[src/rtl/mips_multicycle_ctrl.sv]
// Multicycle sequencer for the mips datapath. A single Moore FSM steps each
// instruction through FETCH/DECODE/EXEC/MEM/WB and drives the PC, IR,
// register file, ALU and memory selects. Memory steps wait on mem_ready and
// trap if the wait runs too long. It also counts retired instructions.
module mips_multicycle_ctrl #(
  parameter int MEM_TIMEOUT = 16,
  parameter int CNT_W       = 32
) (
  input  logic             clock,
  input  logic             reset,
  input  logic [5:0]       opcode,
  input  logic [5:0]       funct,
  input  logic             zero,
  input  logic             mem_ready,
  output logic             pc_write,
  output logic [1:0]       pc_src,
  output logic             ir_write,
  output logic             mem_read,
  output logic             mem_write,
  output logic             iord,
  output logic             reg_write,
  output logic             reg_dst,
  output logic             mem_to_reg,
  output logic             alu_src_a,
  output logic [1:0]       alu_src_b,
  output logic [2:0]       alu_op,
  output logic             trap,
  output logic [CNT_W-1:0] retired
);

  // The wait counter only has to hold MEM_TIMEOUT-1. It traps or leaves the
  // state at that value.
  localparam int WAIT_W = (MEM_TIMEOUT < 2) ? 1 : $clog2(MEM_TIMEOUT);
  localparam logic [WAIT_W-1:0] WAIT_LIMIT = WAIT_W'(MEM_TIMEOUT - 1);

  typedef enum logic [3:0] {
    S_FETCH, S_DECODE, S_EXEC_R, S_EXEC_I, S_MEM_ADDR, S_MEM_RD,
    S_MEM_WR, S_WB_R, S_WB_MEM, S_BRANCH, S_JUMP, S_TRAP
  } state_t;

  state_t            state, state_next;
  logic [WAIT_W-1:0] wait_cnt;
  logic              wait_inc;
  logic              retire;
  logic              at_limit;

  // funct is consumed by alu_control, not by the sequencer.
  logic unused_funct;
  assign unused_funct = ^funct;

  assign at_limit = (wait_cnt == WAIT_LIMIT);

  // State, wait counter and retired counter registers.
  always_ff @(posedge clock) begin
    if (reset) begin
      state    <= S_FETCH;
      wait_cnt <= '0;
      retired  <= '0;
    end else begin
      state <= state_next;
      if (state_next != state)
        wait_cnt <= '0;
      else if (wait_inc)
        wait_cnt <= wait_cnt + WAIT_W'(1);
      if (retire)
        retired <= retired + CNT_W'(1);
    end
  end

  // Next-state selection and state-decoded control outputs.
  always_comb begin
    state_next = state;
    wait_inc   = 1'b0;
    retire     = 1'b0;
    pc_write   = 1'b0;
    pc_src     = 2'b00;
    ir_write   = 1'b0;
    mem_read   = 1'b0;
    mem_write  = 1'b0;
    iord       = 1'b0;
    reg_write  = 1'b0;
    reg_dst    = 1'b0;
    mem_to_reg = 1'b0;
    alu_src_a  = 1'b0;
    alu_src_b  = 2'b00;
    alu_op     = 3'b000;
    trap       = (state == S_TRAP);
    case (state)
      S_FETCH: begin
        mem_read  = 1'b1;
        alu_src_b = 2'b01;
        if (mem_ready) begin
          ir_write   = 1'b1;
          pc_write   = 1'b1;
          state_next = S_DECODE;
        end else if (at_limit) begin
          state_next = S_TRAP;
        end else begin
          wait_inc = 1'b1;
        end
      end
      S_DECODE: begin
        alu_src_b = 2'b11;
        case (opcode)
          6'h00:        state_next = S_EXEC_R;
          6'h23, 6'h2B: state_next = S_MEM_ADDR;
          6'h04:        state_next = S_BRANCH;
          6'h08:        state_next = S_EXEC_I;
          6'h02:        state_next = S_JUMP;
          default:      state_next = S_TRAP;
        endcase
      end
      S_EXEC_R: begin
        alu_src_a  = 1'b1;
        alu_op     = 3'b010;
        state_next = S_WB_R;
      end
      S_WB_R: begin
        reg_write  = 1'b1;
        reg_dst    = 1'b1;
        retire     = 1'b1;
        state_next = S_FETCH;
      end
      S_EXEC_I: begin
        // addi result goes straight from the ALU to the register file.
        alu_src_a  = 1'b1;
        alu_src_b  = 2'b10;
        reg_write  = 1'b1;
        retire     = 1'b1;
        state_next = S_FETCH;
      end
      S_MEM_ADDR: begin
        alu_src_a  = 1'b1;
        alu_src_b  = 2'b10;
        state_next = (opcode == 6'h23) ? S_MEM_RD : S_MEM_WR;
      end
      S_MEM_RD: begin
        mem_read = 1'b1;
        iord     = 1'b1;
        if (mem_ready)
          state_next = S_WB_MEM;
        else if (at_limit)
          state_next = S_TRAP;
        else
          wait_inc = 1'b1;
      end
      S_MEM_WR: begin
        mem_write = 1'b1;
        iord      = 1'b1;
        if (mem_ready) begin
          retire     = 1'b1;
          state_next = S_FETCH;
        end else if (at_limit) begin
          state_next = S_TRAP;
        end else begin
          wait_inc = 1'b1;
        end
      end
      S_WB_MEM: begin
        reg_write  = 1'b1;
        mem_to_reg = 1'b1;
        retire     = 1'b1;
        state_next = S_FETCH;
      end
      S_BRANCH: begin
        alu_src_a  = 1'b1;
        alu_op     = 3'b001;
        pc_src     = 2'b01;
        pc_write   = zero;
        retire     = 1'b1;
        state_next = S_FETCH;
      end
      S_JUMP: begin
        pc_write   = 1'b1;
        pc_src     = 2'b10;
        retire     = 1'b1;
        state_next = S_FETCH;
      end
      S_TRAP: state_next = S_TRAP;
      default: state_next = S_FETCH;
    endcase
    // A reset cycle must not issue any request or write.
    if (reset) begin
      pc_write   = 1'b0;
      pc_src     = 2'b00;
      ir_write   = 1'b0;
      mem_read   = 1'b0;
      mem_write  = 1'b0;
      iord       = 1'b0;
      reg_write  = 1'b0;
      reg_dst    = 1'b0;
      mem_to_reg = 1'b0;
      alu_src_a  = 1'b0;
      alu_src_b  = 2'b00;
      alu_op     = 3'b000;
    end
  end

endmodule

[config.mk]
export PLATFORM = sky130hd
export DESIGN_NAME = mips_multicycle_ctrl
export DESIGN_NICKNAME = d
export VERILOG_FILES = /design/src/rtl/mips_multicycle_ctrl.sv
export SDC_FILE = /design/constraint.sdc
export NUM_CORES = 1
export LEC_CHECK = 0
export CAP_MARGIN = 20
export CORE_ASPECT_RATIO = 1.1
export CORE_MARGIN = 1
export CORE_UTILIZATION = 57
export DETAILED_ROUTE_END_ITERATION = 8
export DONT_BUFFER_PORTS = 1
export PLACE_DENSITY = 0.75
export SLEW_MARGIN = 20
export SYNTH_ARGS = -nofsm -noshare
export SYNTH_HDL_FRONTEND = slang
export SYNTH_SLANG_ARGS = --single-unit
[constraint.sdc]
create_clock -name clock -period 1.7 [get_ports clock]
set_input_delay 0.17 -clock clock [delete_from_list [all_inputs] [get_ports clock]]
set_output_delay 0.17 -clock clock [all_outputs]
set_load 0.01 [all_outputs]
* Word-level counts from Yosys, hierarchy flattened *
Cells that the tools add are included.

word-level totals
  input bits = 16
  bits in registers = 40
  word-level logic and storage cells = 70
  output and inout bits = 49

operators by class
  muxes and demuxes = 36
  equal/unequal tests = 18
  add/subtract/negate cells = 2
  reduce and logical (&&, ||, !) cells = 11

operator list
  operator                                                                count
  32-bit by 1-bit adder with 32-bit output (second input constant)        1
  4-bit case mux with 7 select lines                                      1
  1-bit 2-to-1 mux                                                        21
  4-bit equality test (second input constant)                             5
  4-bit case mux with 5 select lines                                      1
  4-bit by 3-bit equality test with 1-bit output (second input constant)  4
  4-bit 2-to-1 mux                                                        4
  6-bit equality test (second input constant)                             2
  2-bit OR reduction                                                      5
  4-bit by 2-bit equality test with 1-bit output (second input constant)  2
  2-bit case mux with 2 select lines                                      2
  6-bit by 2-bit equality test with 1-bit output (second input constant)  1
  6-bit by 3-bit equality test with 1-bit output (second input constant)  1
  6-bit by 4-bit equality test with 1-bit output (second input constant)  1
  6-bit logical NOT                                                       1
  2-bit 2-to-1 mux                                                        3
  2-bit case mux with 3 select lines                                      1
  3-bit OR reduction                                                      2
  5-bit OR reduction                                                      1
  4-bit by 1-bit adder with 4-bit output (second input constant)          1
  4-bit by 1-bit equality test with 1-bit output (second input constant)  1
  4-bit logical NOT                                                       1
  4-bit != test                                                           1
  4-bit OR reduction                                                      1
  3 further kinds                                                         3

* Depth between registers and ports, before layout *
  word-level depth = 6
  mapped depth = 7
  depth with buffers taken out = 6

* Worst setup path before layout *
Ideal clock, no wire load.

  path kind = register to output
  start point = reg state[1]
  end point = out pc_write
  required time = 1.530 ns
  buffers on the path = 3
  arrival time = 1.759 ns
  stages on the path, launching flop included = 6
  setup slack = -0.229 ns
  cell sequence = dfxtp_1 buf_2 clkbuf_1 clkbuf_1 a211oi_1 a2111oi_0

between the ends
  longest elaborated chain between the ends = 3
  elaborated cells between the ends (all ways) = 5
  classes of those cells = eq/ne: 2; mux: 2; reduce/logical: 1

RTL lines
  element                                                   RTL line  RTL
  from (decl)                                               41        state_t state, state_next;
  from (signal assigned)                                    60        state <= state_next;
  4-bit equality test or 4-bit logical NOT (tied branches)  88        case (state)
  1-bit case mux with 3 select lines *                      88
  1-bit 2-to-1 mux *                                        183       if (reset) begin
  to (decl)                                                 15        output logic pc_write,

Mark *: on every way between the ends. The rest lies on a longest branch, timed or not.

* Worst setup path in the final report *
  start point = reg state[2]
  end point = reg retired[31]

between the ends
  longest elaborated chain between the ends = 3
  elaborated cells between the ends (all ways) = 8
  classes of those cells = eq/ne: 6; mux: 1; reduce/logical: 1

RTL lines
  element                                            RTL line  RTL
  4-bit equality test, or another cell as far along  88
  5-bit OR reduction (no line)                       n/a
  1-bit case mux with 2 select lines *               88
  to (signal assigned)                               66        retired <= retired + CNT_W'(1);
  to (decl)                                          28        output logic [CNT_W-1:0] retired

Marks and branches as above.
A chain may end at the register's enable or synchronous reset.

==> results.md <==
- The run finished, with violations left.
- The checks that failed: setup timing.
- Counting every net in the synthesized netlist gives 335.
- The post-synthesis cell type count is between 50 and 60.
- The via count of the first global-routing pass is between 2,000 and 3,000.
- The worst setup path is launched from a flop.
- The area inside the core boundary is 4050 sq um.
- The highest-delay cell along the critical path is o31ai_1.
- The number of antenna violations at the first check in global routing was 0.
- The worst-case IR drop observed on VDD is 1.04 mV.
- The wire length of the first global-routing pass is between 10 and 15 mm.
- The worst clock skew is between 8 and 9 ps.
- The buffering stage count on the worst path with inverters included is 1.
- The start point of the critical path is state[2].
- The tightest min-delay check is of the in2reg type.
- The fraction of registers with async set/reset is 0.
- The count of flip-flops with a built-in enable after synthesis is 0.
- Before antenna repair, the detailed router went through 5 iterations.
- The die outline area is 4610 sq um.
- After detailed routing, the average wire length per cell comes to 24.7 microns.
- Dividing the synthesized area by the synthesized cell count gives 7.80 sq um.
- The finished cells cover approximately 3800 sq um.
- The signal on the critical path passes through and2b_2 > a22oi_2 > or3_4 > buf_4 > o31ai_1 > a21oi_2.
- The final setup violation count is 27.
- Detailed placement ended at an HPWL of 4.98 mm.
- The count of nets left with antenna violations once routing finished came out at 0.
- The worst register-to-register path begins at state[2].
- The total leakage power is 0.00139 uW.
- The synthesized instance count is 317.
- The clock tree root driver cell is clkbuf_8.
- After layout, the minimum clock period comes to 1940 ps.
- The maximum achievable frequency is about 520 MHz.
- The boundary pin count is between 60 and 70.
- Setup repair after global routing could not meet its margin everywhere.
- The maximum single-stage delay on the critical path is 420 ps.
- The largest total area in the synthesized netlist belongs to dfxtp_1.
- The final route contains around 3,200 vias.
- The count of filler cells inserted in the layout is 135.
- The share of synthesized area in the top cell type comes to 0.324.
- The largest net degree at the start of global routing is 36.
- Summed over all layers, the routed wires come to roughly 11 mm.
- The count of endpoints failing hold in the final timing report is 0.
- The floorplan die height is 71.1 microns.
- The buffer depth of the longest clock path is 2.
- The antenna diode count is 0.
- The number of max-cap violations is 0.
- The netlist area before placement is 2470 sq um.
- The post-place setup slack is -269 ps.
- Along the worst hold path, the cell count comes to 2.
- The kind of critical path is reg2reg.
- The required time of the critical path is 1890 ps.
- The global-route congestion overflow total is 0.
- The standard cell area after detailed placement is between 3000 and 4000 sq um.
- For the worst-skew pair, the clock arrives at the later sink with an insertion delay of 300 ps.
- The power per standard cell area is 1210 nW/um^2.
- Data arrives at the worst endpoint at roughly 2100 ps.
- In the post-route analysis, the smallest setup slack over all paths is -239 ps.
- The layout cell share with drive strength beyond 1 is 0.459.
- The post-synthesis to final-layout area growth is 53.3%.
- The number of I/O port buffers is 0.
- The die boundary width is 64.8 microns.
- The number of H-tree branching levels is 2.
- The flop-to-flop setup slack is -240 ps.
- The cell type group with the largest total delay on the critical path is simple AND/OR/NAND/NOR gates.
- In the synthesized netlist the dominant register cell turns out to be dfxtp_1.
- The number of design rule violations left after detail routing is 0.
- The nature of the critical path endpoint is a flop.
- The number of synthesized register bits is 40.
- The largest fanout of any net on the critical path is 7.
- The endpoint identified for the worst register-to-register timing path is retired[31].
- After synthesis, the cell types taking the most area are dfxtp_1 32%, xnor2_1 7.1%, nor2_1 5.9%.
- After the first detailed-routing iteration, the DRC count stood at 498.
- CTS saw 40 sinks.
- For this run, the register share of the synthesized area comes to 0.324.
- For this run, the number of Yosys warnings is 0.
- Clock-pin slew was measured on the worst setup and hold paths at 90 ps.
- The congestion estimate from routability-driven global placement came to 0.901.
- The final worst-path cycle share is 1.14.
- For this run, the total global-route usage over all layers was measured as 0.328.
- The CTS tree is built.
- The starting utilization of the core area is 0.610.
- Dividing the detail-routed via count by the number of cells gives roughly 7.1.
- The floorplan has 24 rows.
- In this run, CTS created clock tree buffers numbering 5.
- The max-slew violation total from the final report is 0.
- The final layout contains around 410 nets.
- The worst register-to-register path has a depth of 6.
- The worst pin sits at a relative slew slack of 0.607.
- In this run the number of cells on the critical path is 6.
- The worst setup path endpoint is retired[31].
- The slew at the pin closest to its max-slew limit is 585 ps.
==> cells by family after synthesis <==
logic type                 synth area share
and+or+nand+nor                       0.351
adders and majority gates            0.0101
buffers and inverters                0.0546
xor gates and xnor gates             0.0885
DFF                                   0.324
muxes                                0.0167
other                               0.00152
AOI/OAI and AO/OA                     0.154
==> state kept, by name, indices dropped and copies added, names as in the netlist <==
name      flops
retired      32
state         4
wait_cnt      4
==> synth_stat cells, types with 4 or more instances <==
cell type and count:
nand2b_1 6, nand4_1 4, dfxtp_1 40, nor3_1 16
a21oi_1 16, or3_1 6, nand2_1 14, o21ai_0 9
inv_1 8, nand3_1 13, and4_1 4, nor4_1 18
or2_2 4, buf_2 5, clkbuf_1 15, xnor2_1 20
o31ai_1 6, or4_1 6, nor2b_1 5, nor2_1 39
xor2_1 5
==> per-layer routing <==
layer	global-route usage	vias to the layer above	wire, microns
met4	0.158	0	762
met1	0.357	1504	3880
met3	0.0742	85	996
met2	0.590	262	5320
met5	0	-	0
li1	-	1303	-
==> worst reg2reg max path, cell delays in order, from the launching register on <==
cell     delay [ps]
dfxtp_4         390
and2b_2         250
a22oi_2         110
or3_4           390
buf_4           160
o31ai_1         420
a21oi_2         110
==> per-stage QoR <==
step	cells	power, uW	util	hold slack (ps)	TNS (ps)
2_1_floorplan	317	2200	-	480	-93.6
3_5_place_dp	423	2890	0.751	240	-2460
6_report	444	4590	0.935	137	-2280
4_1_cts	437	3770	0.824	77.9	-669
5_1_grt	444	4740	0.935	145	-3960
3_3_place_gp	423	2850	0.751	238	-1790
==> report_power, final <==
part           switching, uW  internal (uW)
Clock                    364            285
Sequential               132           1020
Combinational           1500           1290
Total                   1990           2600
==> timing repair <==
action / CTS / global route
cloned: 1 / 1
endpoints found under the setup margin: 36 / 38
hold buffers: 1 / 0
setup buffers: 4 / 6
gates resized for setup: 35 / 77
pin swaps: 5 / 18
endpoints found under the hold margin: 35 / 0
==> cells in the final DEF (no fill, tap or decap), types with 5 or more instances in the layout <==
master / n
nor3_1: 11
nor4_1: 7
nor2_1: 34
o31ai_1: 5
nor3_2: 5
buf_4: 76
dfxtp_1: 30
o21ai_0: 9
xnor2_1: 19
a21oi_1: 8
buf_6: 9
inv_1: 8
nand3_1: 11
nand2_1: 13
clkbuf_8: 5
nor4_2: 5
a21oi_2: 8
or4_1: 5
nor4_4: 6
dfxtp_4: 6
==> area by class of cell <==
class	instances	area (sq um)	area share
inverters	8	30.0	0.00792
flip-flops and latches	40	828	0.218
clock inverters	2	11.3	0.00297
clock buffers	6	72.6	0.0191
multi-input cells	246	2020	0.533
well taps	52	65.1	0.0172
repair buffers	90	762	0.201
==> worst min path at each step <==
stage	startpoint	to	slack [ps]
6_report	reset	state[3]	140
4_1_cts	reset	state[2]	80
2_1_floorplan	reset	state[1]	480
5_1_grt	reset	retired[25]	150
3_3_place_gp	reset	retired[3]	240
3_5_place_dp	reset	retired[3]	240
Note: power is estimated with default switching activity, not from simulation.
